### config.mk
export PLATFORM = sky130hd
export DESIGN_NAME = dsi_byte_distributor_flat
export DESIGN_NICKNAME = d
export VERILOG_FILES = /design/src/rtl/dsi_byte_distributor_if.sv /design/src/rtl/dsi_byte_distributor.sv /design/src/flat_wrapper.sv
export SDC_FILE = /design/constraint.sdc
export NUM_CORES = 1
export LEC_CHECK = 0
export CAP_MARGIN = 10
export CORE_ASPECT_RATIO = 1.4
export CORE_MARGIN = 8
export CORE_UTILIZATION = 40
export DETAILED_ROUTE_END_ITERATION = 7
export GPL_TIMING_DRIVEN = 1
export SKIP_LAST_GASP = 1
export SYNTH_ARGS = -nofsm -noshare
export SYNTH_HDL_FRONTEND = slang
export SYNTH_SLANG_ARGS = --single-unit
### constraint.sdc
create_clock -name clk_sys -period 8.1 [get_ports clk_sys]
set_input_delay 1.215 -clock clk_sys [delete_from_list [all_inputs] [get_ports clk_sys]]
set_output_delay 1.215 -clock clk_sys [all_outputs]
set_load 0.02 [all_outputs]
### src/rtl/dsi_byte_distributor_if.sv
// dsi_byte_distributor_if: packet word input stream and per-lane FIFO read side
// of the DSI byte distributor.
interface dsi_byte_distributor_if;
    logic [31:0] in_data;
    logic [3:0]  in_strb;
    logic        in_valid;
    logic        in_last;
    logic        in_ready;
    logic [35:0] lane_fifo_data;
    logic [3:0]  lane_fifo_empty;
    logic [3:0]  lane_fifo_read;
    logic        busy;
    modport master (
        output in_data, in_strb, in_valid, in_last, lane_fifo_read,
        input  in_ready, lane_fifo_data, lane_fifo_empty, busy
    );
    modport slave (
        input  in_data, in_strb, in_valid, in_last, lane_fifo_read,
        output in_ready, lane_fifo_data, lane_fifo_empty, busy
    );
endinterface

### src/rtl/dsi_byte_distributor.sv
// dsi_byte_distributor: spreads strobed packet bytes round-robin over 1..4 lane
// FIFOs, one group per cycle, and closes each packet with an EOP entry per lane.
module dsi_byte_distributor #(
    parameter int FIFO_DEPTH = 16
) (
    input  logic                   clk_sys,
    input  logic                   rst_n,
    input  logic [1:0]             reg_lanes_number,
    dsi_byte_distributor_if.slave  bus
);
    localparam int AW = $clog2(FIFO_DEPTH);
    localparam logic [1:0] S_IDLE = 2'd0;
    localparam logic [1:0] S_DISP = 2'd1;
    localparam logic [1:0] S_EOP  = 2'd2;

    logic [1:0]      state_q, state_d;
    logic [31:0]     data_q, data_d;
    logic [3:0]      mask_q, mask_d;
    logic            last_q, last_d;
    logic            pkt_q, pkt_d;
    logic [1:0]      lanes_q, lanes_d;
    logic [1:0]      cnt_q, cnt_d;
    logic [3:0]      grp_en, mask_left, act, full, wr_en;
    logic [3:0][8:0] grp_entry;
    logic [2:0]      l3, grp_j, grp_lane, cnt_sum;
    logic [1:0]      cnt_nx;
    logic            grp_ok, eop_ok, acc, load;

    assign l3 = {1'b0, lanes_q} + 3'd1;
    assign act = 4'b1111 >> (2'd3 - lanes_q);

    // Take up to L remaining bytes in ascending order; lane = (cnt + j) mod L.
    always_comb begin
        grp_en = '0;
        grp_entry = '0;
        mask_left = mask_q;
        grp_j = '0;
        grp_lane = '0;
        for (int k = 0; k < 4; k++) begin
            grp_lane = grp_j + {1'b0, cnt_q};
            grp_lane = grp_lane >= l3 ? grp_lane - l3 : grp_lane;
            if (mask_q[k] && grp_j < l3) begin
                grp_en[grp_lane[1:0]] = 1'b1;
                grp_entry[grp_lane[1:0]] = {1'b0, data_q[8*k +: 8]};
                mask_left[k] = 1'b0;
                grp_j = grp_j + 3'd1;
            end
        end
        cnt_sum = grp_j + {1'b0, cnt_q};
        cnt_nx = cnt_sum >= l3 ? 2'(cnt_sum - l3) : cnt_sum[1:0];
    end

    // Full is taken from the registered pointers, so same-edge pops never unblock a write.
    assign grp_ok = ~|(grp_en & full);
    assign eop_ok = ~|(act & full);
    assign wr_en = (state_q == S_DISP && grp_ok) ? grp_en :
                   (state_q == S_EOP && eop_ok) ? act : 4'b0;

    assign bus.in_ready = rst_n && (state_q == S_IDLE ||
                          (state_q == S_DISP && grp_ok && mask_left == 4'b0 && !last_q));
    assign bus.busy = state_q != S_IDLE;
    assign acc = bus.in_valid && bus.in_ready;

    always_comb begin
        state_d = state_q;
        data_d = data_q;
        mask_d = mask_q;
        last_d = last_q;
        pkt_d = pkt_q;
        lanes_d = lanes_q;
        cnt_d = cnt_q;
        load = 1'b0;
        case (state_q)
            S_IDLE: load = acc;
            S_DISP: if (grp_ok) begin
                mask_d = mask_left;
                cnt_d = cnt_nx;
                if (mask_left == 4'b0) begin
                    state_d = last_q ? S_EOP : S_IDLE;
                    load = acc;
                end
            end
            S_EOP: if (eop_ok) begin
                state_d = S_IDLE;
                pkt_d = 1'b0;
                cnt_d = '0;
            end
            default: state_d = S_IDLE;
        endcase
        if (load) begin
            data_d = bus.in_data;
            mask_d = bus.in_strb;
            last_d = bus.in_last;
            pkt_d = 1'b1;
            lanes_d = pkt_q ? lanes_q : reg_lanes_number;
            state_d = |bus.in_strb ? S_DISP : bus.in_last ? S_EOP : S_IDLE;
        end
    end

    always_ff @(posedge clk_sys or negedge rst_n) begin
        if (!rst_n) begin
            state_q <= S_IDLE;
            data_q <= '0;
            mask_q <= '0;
            last_q <= 1'b0;
            pkt_q <= 1'b0;
            lanes_q <= '0;
            cnt_q <= '0;
        end else begin
            state_q <= state_d;
            data_q <= data_d;
            mask_q <= mask_d;
            last_q <= last_d;
            pkt_q <= pkt_d;
            lanes_q <= lanes_d;
            cnt_q <= cnt_d;
        end
    end

    for (genvar i = 0; i < 4; i++) begin : g_lane
        logic [8:0]  mem [FIFO_DEPTH];
        logic [AW:0] wp_q, rp_q;
        logic        empty, pop;
        assign empty = wp_q == rp_q;
        assign full[i] = (wp_q ^ rp_q) == {1'b1, {AW{1'b0}}};
        assign pop = bus.lane_fifo_read[i] && !empty;
        assign bus.lane_fifo_empty[i] = empty;
        assign bus.lane_fifo_data[9*i +: 9] = empty ? 9'h000 : mem[rp_q[AW-1:0]];
        always_ff @(posedge clk_sys or negedge rst_n) begin
            if (!rst_n) begin
                wp_q <= '0;
                rp_q <= '0;
            end else begin
                if (wr_en[i]) wp_q <= wp_q + (AW+1)'(1);
                if (pop) rp_q <= rp_q + (AW+1)'(1);
            end
        end
        always_ff @(posedge clk_sys) begin
            if (wr_en[i]) mem[wp_q[AW-1:0]] <= state_q == S_EOP ? 9'h100 : grp_entry[i];
        end
    end
endmodule

### src/flat_wrapper.sv
// flat-port wrapper written by rule: the top's interface ports become plain ports
module dsi_byte_distributor_flat 
#(
    parameter int FIFO_DEPTH = 16
)
  (clk_sys, rst_n, reg_lanes_number, bus_in_data, bus_in_strb, bus_in_valid, bus_in_last, bus_lane_fifo_read, bus_in_ready, bus_lane_fifo_data, bus_lane_fifo_empty, bus_busy);
  dsi_byte_distributor_if bus_i ();
  input  logic clk_sys;
  input  logic rst_n;
  input  logic [1:0] reg_lanes_number;
  input wire logic [$bits(bus_i.in_data)-1:0] bus_in_data;
  input wire logic [$bits(bus_i.in_strb)-1:0] bus_in_strb;
  input wire logic [$bits(bus_i.in_valid)-1:0] bus_in_valid;
  input wire logic [$bits(bus_i.in_last)-1:0] bus_in_last;
  input wire logic [$bits(bus_i.lane_fifo_read)-1:0] bus_lane_fifo_read;
  output wire logic [$bits(bus_i.in_ready)-1:0] bus_in_ready;
  output wire logic [$bits(bus_i.lane_fifo_data)-1:0] bus_lane_fifo_data;
  output wire logic [$bits(bus_i.lane_fifo_empty)-1:0] bus_lane_fifo_empty;
  output wire logic [$bits(bus_i.busy)-1:0] bus_busy;
  assign bus_i.in_data = bus_in_data;
  assign bus_i.in_strb = bus_in_strb;
  assign bus_i.in_valid = bus_in_valid;
  assign bus_i.in_last = bus_in_last;
  assign bus_i.lane_fifo_read = bus_lane_fifo_read;
  assign bus_in_ready = bus_i.in_ready;
  assign bus_lane_fifo_data = bus_i.lane_fifo_data;
  assign bus_lane_fifo_empty = bus_i.lane_fifo_empty;
  assign bus_busy = bus_i.busy;
  dsi_byte_distributor #(.FIFO_DEPTH(FIFO_DEPTH)) u_core (.clk_sys(clk_sys), .rst_n(rst_n), .reg_lanes_number(reg_lanes_number), .bus(bus_i));
endmodule
* After elaboration in Yosys (flattened, before gate mapping)
Memory sizes are Yosys's and may differ from the RTL's.
Index checks and enable logic that the tools add are counted.
** Word-level totals
- Register bits :: 84
- Bits in writable memories :: 576
- Bits of input ports :: 46
- Output and inout port bits :: 42
- Logic and storage cells :: 205
- Memories :: 4
** Memory list
- u_core.g_lane[0].mem :: words 16, bits a word 9, rd ports 1, clocked after Yosys merged registers in 0, write ports 1, RTL line dsi_byte_distributor.sv:121 : logic [8:0] mem [FIFO_DEPTH];
- u_core.g_lane[1].mem :: words 16, bits a word 9, rd ports 1, clocked after Yosys merged registers in 0, write ports 1, RTL line dsi_byte_distributor.sv:121
- u_core.g_lane[2].mem :: words 16, bits a word 9, rd ports 1, clocked after Yosys merged registers in 0, write ports 1, RTL line dsi_byte_distributor.sv:121
- u_core.g_lane[3].mem :: words 16, bits a word 9, rd ports 1, clocked after Yosys merged registers in 0, write ports 1, RTL line dsi_byte_distributor.sv:121
** Operators by class
- Add/sub/neg operators :: 22
- Order comparisons :: 17
- Equal/unequal tests :: 18
- Shift-type cells :: 1
- Mux-type cells :: 77
- Bitwise logic cells :: 11
- Reductions and logical operators :: 40
** Operators by type and width (number)
- $mux 36 :: 4
- $bwmux 36 :: 3
- $mux 9 :: 12
- $demux 9 s2 :: 4
- $add 5x1->5 const B :: 8
- $and 35x36->36 :: 1
- $mux 4 :: 9
- $mux 2 :: 13
- $mux 1 :: 22
- $eq 5x5->1 :: 4
- $eq 5x5->1 const B :: 4
- $xor 5x5->5 :: 4
- $logic_and 1x1->1 :: 18
- $ge 3x3->1 :: 4
- $lt 2x3->1 const B :: 4
- $or 4x4->4 :: 3
- $reduce_or 4->1 :: 3
- $sub 2x2->2 :: 5
- $add 3x2->3 :: 3
- $mux 3 :: 3
- $ne 3x2->1 const B :: 3
- $and 4x4->4 :: 2
- $demux 1 s2 :: 4
- $ge 2x1->1 const B :: 4
- other kinds (26) :: 42

* Depth between registers and ports, before layout
- Word-level depth :: 33
- Mapped depth :: 28

* Worst setup path before layout
No wires, ideal clock.
- Kind :: reg-to-reg
- From :: register u_core.lanes_q[0]
- To :: memory u_core.g_lane[2].mem[3][0], enable pin
- Arrival time :: 6.808 ns
- Data required time :: 7.713 ns
- Slack :: 0.905 ns
- Stages on the path, launching flop included :: 26
- Period minus slack after synthesis :: 7.195 ns
- Path through :: dfrtp_1 -> inv_1 -> ha_1 -> nand2_1 -> and2_1 -> clkbuf_1 -> ha_1 -> or2_2 -> a22oi_1 -> o21ai_2 -> xnor2_1 -> ha_1 -> inv_1 -> fa_1 -> inv_1 -> ha_1 -> nor2b_1 -> o21ai_0 -> a21o_1 -> nand2_1 -> nor3_4 -> or4_4 -> a2111oi_4 -> mux2i_1 -> nand2_1 -> nor3_1
** Between the ends
- Cells in the longest elaborated chain, start to end :: 26
- Elaborated cells on any way between the ends :: 70
** Ends and longest elaborated chain
- start, declared :: RTL line dsi_byte_distributor.sv:21 : logic [1:0] lanes_q, lanes_d;
- start signal, assigned :: RTL line dsi_byte_distributor.sv:115 : lanes_q <= lanes_d;
- $add 2x1->3 :: RTL line dsi_byte_distributor.sv:29 : assign l3 = {1'b0, lanes_q} + 3'd1;
- $lt 1x3->1 :: RTL line dsi_byte_distributor.sv:42 : if (mask_q[k] && grp_j < l3) begin
- $logic_and 1x1->1 :: RTL line dsi_byte_distributor.sv:42
- $mux 1 :: RTL line dsi_byte_distributor.sv:42
- $lt 1x3->1 :: RTL line dsi_byte_distributor.sv:42
- $logic_and 1x1->1 :: RTL line dsi_byte_distributor.sv:42
- $mux 3 :: RTL line dsi_byte_distributor.sv:42
- $lt 3x3->1 :: RTL line dsi_byte_distributor.sv:42
- [9 not listed]
- $or 4x4->4 (no source line)
- $mux 4 :: RTL line dsi_byte_distributor.sv:42
- $and 4x4->4 :: RTL line dsi_byte_distributor.sv:54 : assign grp_ok = ~|(grp_en & full);
- $reduce_or 4->1 :: RTL line dsi_byte_distributor.sv:54
- $logic_not 1->1 :: RTL line dsi_byte_distributor.sv:54
- $logic_and 1x1->1 :: RTL line dsi_byte_distributor.sv:56 : assign wr_en = (state_q == S_DISP && grp_ok) ? grp_en :
- $mux 4 (*) :: RTL line dsi_byte_distributor.sv:56
- $mux 1 (*) (2 in series) :: RTL line dsi_byte_distributor.sv:139 : if (wr_en[i]) mem[wp_q[AW-1:0]] <= state_q == S_EOP ? 9'h100 : grp_entry[i];
- end, declared :: RTL line dsi_byte_distributor.sv:121
Mark *: on every way between the ends. The rest lies on a longest branch, timed or not.

* Final worst setup path
- From :: register u_core.lanes_q[0]
- To :: output bus_in_ready
** Between the ends
- Cells in the longest elaborated chain, start to end :: 27
- Elaborated cells on any way between the ends :: 69
** Ends and longest elaborated chain
- $add 2x1->3 (*) :: RTL line dsi_byte_distributor.sv:29
- $lt 1x3->1 :: RTL line dsi_byte_distributor.sv:42
- $logic_and 1x1->1 :: RTL line dsi_byte_distributor.sv:42
- $mux 1 :: RTL line dsi_byte_distributor.sv:42
- $lt 1x3->1 :: RTL line dsi_byte_distributor.sv:42
- $logic_and 1x1->1 :: RTL line dsi_byte_distributor.sv:42
- $mux 3 :: RTL line dsi_byte_distributor.sv:42
- $lt 3x3->1 :: RTL line dsi_byte_distributor.sv:42
- [10 not listed]
- $mux 4 :: RTL line dsi_byte_distributor.sv:42
- $and 4x4->4 :: RTL line dsi_byte_distributor.sv:54
- $reduce_or 4->1 :: RTL line dsi_byte_distributor.sv:54
- $logic_not 1->1 :: RTL line dsi_byte_distributor.sv:54
- $logic_and 1x1->1 :: RTL line dsi_byte_distributor.sv:60 : (state_q == S_DISP && grp_ok && mask_left == 4'b0 && !last_q));
- $logic_and 1x1->1 (*) (2 in series) :: RTL line dsi_byte_distributor.sv:60
- $logic_or 1x1->1 (*) :: RTL line dsi_byte_distributor.sv:59 : assign bus.in_ready = rst_n && (state_q == S_IDLE ||
- $logic_and 1x1->1 (*) :: RTL line dsi_byte_distributor.sv:59
- end, declared :: RTL line flat_wrapper.sv:16 : output wire logic [$bits(bus_i.in_ready)-1:0] bus_in_ready;
Marked as above.

==> impl_metrics.csv <==
group,metric,value,unit
placed_design,post-place-ws,0.611,ns
worst_setup_path,critPathKind,"flop to output port",
clocking,cts_sinks,660,
sta,rsz0062_at_grt,"false",
detailed_routing,ant_nets,0,
sta,slew_viol_final,0,
sta,tightest_slew,1.20,ns
clocking,ctsLongestPathBuffers,3,
placed_design,gp_congestion,0.859,
floorplanning,die_y,333,µm
floorplanning,fp.coreArea,71100,µm²
detailed_routing,dr.first_iter.drc_count,1248,
power,leakage,11.2,nW
sta,fin_skew,0.0216,ns
floorplanning,initial_utilization,40.3,%
detailed_routing,vias_per_cell,5.45,
yosys,yosysTopAreaCell,"edfxtp_1",
final_layout,antennaDiodeCount,0,
yosys,synth_top_area_share,60.4,%
sta,setup_violations,0,
global_route,antenna_found_initial,0,
sta,fin_setup_tns,0,ns
global_route,grt_max_degree,77,
worst_hold_path,worstHoldPathType,"flop to flop",
yosys,synth_edf_count,576,
worst_setup_path,critical_path_arrival,6.31,ns
yosys,ys.flop_type,"edfxtp_1",
yosys,ys_ff_latch,660,
clocking,cts_tree,"done",
clocking,htreeDepth,2,
final_layout,drive_above_1_share,23.2,%
floorplanning,num_io_pins,88,
yosys,synthArstFlopShare,12.7,%
placed_design,port_buffers,87,
global_route,grt_pass1_wl,100000,µm
detailed_routing,drtPass1Iterations,6,
yosys,syn_inst,1622,
detailed_routing,routed_wl,65200,µm
power,p_per_area,447,nW/µm²
sta,max_freq,133,MHz
sta,hold_viol,0,
floorplanning,dieArea,80500,µm²
yosys,yosysSeqAreaShare,67.8,%
sta,setup_ws,0.573,ns
yosys,synth_nets,1720,
yosys,yosys-top-cells-count,"edfxtp_1 (576), mux4_2 (180), nor2_1 (92), dfrtp_1 (84)",
clocking,cts_root_buffer,"clkbuf_16",
worst_setup_path,critPathMaxFanout,9,
job,max-cap-violations,0,
yosys,synth_area_per_cell,17.7,µm²
global_route,gr-total-overflow,0,
power,vdd.ir_drop.worst,219,µV
detailed_routing,drc,0,
yosys,synth_area_leaders,"edfxtp_1 (60%), mux4_2 (14%), dfrtp_1 (7.3%)",
clocking,clkLatencyLatePin,0.63,ns
detailed_routing,wire_per_inst,23.6,µm
final_layout,utilization,46.4,%
worst_setup_path,startpoint_type,"flop",
sta,period_share,92.9,%
placed_design,place_hpwl,44600,µm
yosys,synth_cell_types,70,
yosys,yosys_warnings,0,
final_layout,finalNonFillerCells,2756,
global_route,grt_usage,16.1,%
clocking,path_clk_slew,0.07,ns
status,status,"finished, final reports clean",
yosys,synth.most_common_cell,"edfxtp_1",
worst_setup_path,critical_path.endpoint_type,"output port",
sta,fin_crit,7.53,ns
worst_setup_path,regToRegSetupSlack,0.89,ns
power,p_total,0.0148,W
final_layout,syn_to_final_growth,15.2,%
floorplanning,rows,116,
floorplanning,die_w,242,µm
yosys,synth_area,28600,µm²
sta,slew_headroom,19.7,%
worst_setup_path,required,6.88,ns
clocking,cts_made_buffers,61,
detailed_routing,vias,15000,
final_layout,layout.nets,1859,
placed_design,dp.cells,2634,
global_route,grt_pass1_vias,15600,
cells in the final DEF (no fill, tap or decap), types with 15 or more instances in the layout:
cell type	count
xnor2_1	46
nor2_1	92
o21ai_0	22
ha_1	48
inv_1	52
dfrtp_1	80
mux2_2	41
nand2_1	52
nor2b_1	52
a22oi_1	27
clkbuf_16	63
a21oi_1	48
clkdlybuf4s50_1	85
edfxtp_1	576
a211oi_1	19
buf_4	70
xor2_1	15
nand2b_1	16
and2_1	15
mux4_2	180
final cells by class:
cell class              instances  area, µm²
clock buffers                  77       1660
clock inverters                37        388
fillers                      6083      38100
inverters                      52        195
multi-input cells             829       8770
flip-flops and latches        660      19400
well taps                     944       1180
repair buffers                157       1390
per-layer routing:
| metal | global-route usage (%) | routed length (µm) | vias up |
|---|---|---|---|
| met5 | 0 | 0 | - |
| met4 | 3.84 | 1250 | 0 |
| met3 | 2.11 | 2430 | 59 |
| met2 | 28.8 | 34700 | 328 |
| met1 | 20.5 | 26800 | 7919 |
| li1 | - | - | 6721 |
cell families after synthesis:
logic type,Yosys count,synth area share (%)
flip-flops,660,67.8
buffers and inverters,133,1.82
multiplexers,235,16.3
adder cells (fa/ha/maj),53,2.36
XOR/XNOR,62,1.90
AND/OR/NAND/NOR,306,5.66
AO/OA/AOI/OAI,173,4.21
where the power goes:
group          leakage, nW  internal, W  switching, W
combinational         3.91      0.00268       0.00366
clock                0.998      0.00168       0.00124
sequential            6.34      0.00501      0.000489
critical path, stage by stage, from the launching register on:
cell	delay, ns
dfrtp_1	0.46
inv_1	0.11
ha_1	0.25
o21ai_0	0.13
and2_2	0.25
ha_2	0.36
or2_2	0.31
a22oi_1	0.23
o21ai_2	0.19
xnor2_2	0.22
ha_1	0.17
inv_1	0.05
fa_1	0.49
inv_1	0.05
ha_1	0.33
nor2b_1	0.14
o21ai_0	0.08
a21o_1	0.19
nand2_1	0.14
nor3_4	0.06
or4_4	0.57
a2111oi_4	0.41
a21oi_1	0.16
nor2b_1	0.14
clkbuf_2	0.19
through the flow:
stage / hold slack [ns] / area, µm²
2_1_floorplan: 0.453 / 28600
3_3_place_gp: 0.482 / 30900
3_5_place_dp: 0.489 / 30900
4_1_cts: 0.502 / 32900
5_1_grt: 0.508 / 33000
6_report: 0.499 / 33000
worst paths after layout:
path	from	end	cells after the start
worst min-delay path	u_core.g_lane[2].rp_q[4]$_DFFE_PN0P_	u_core.g_lane[2].rp_q[4]$_DFFE_PN0P_	1
worst max register to register	u_core.lanes_q[0]$_DFFE_PN0P_	u_core.g_lane[2].mem[11][5]$_DFFE_PP_	27
worst max-delay path	u_core.lanes_q[0]$_DFFE_PN0P_	bus_in_ready	24
max in group asynchronous	rst_n	u_core.g_lane[2].rp_q[0]$_DFFE_PN0P_	2
min in group asynchronous	rst_n	u_core.g_lane[0].wp_q[4]$_DFFE_PN0P_	1
worst min register to register	u_core.g_lane[2].rp_q[4]$_DFFE_PN0P_	u_core.g_lane[2].rp_q[4]$_DFFE_PN0P_	1
timing repair:
| action | 4_1_cts | 5_1_grt |
|---|---|---|
| gates resized for setup | 3 | 6 |
| setup endpoints to repair | 1 | 1 |
| pin swaps | 0 | 1 |
| buffers inserted | 0 | 1 |
| hold buffers | 0 | 0 |
| endpoints found under the hold margin | 0 | 0 |
sequential cells by signal, indices dropped and copies added, names as in the netlist:
name	flops
u_core.pkt_q	1
u_core.g_lane.wp_q	20
u_core.cnt_q	2
u_core.g_lane.rp_q	20
u_core.lanes_q	2
u_core.g_lane.mem	576
u_core.mask_q	4
u_core.state_q	2
u_core.last_q	1
u_core.data_q	32
Note: power is estimated with default switching activity, not from simulation.
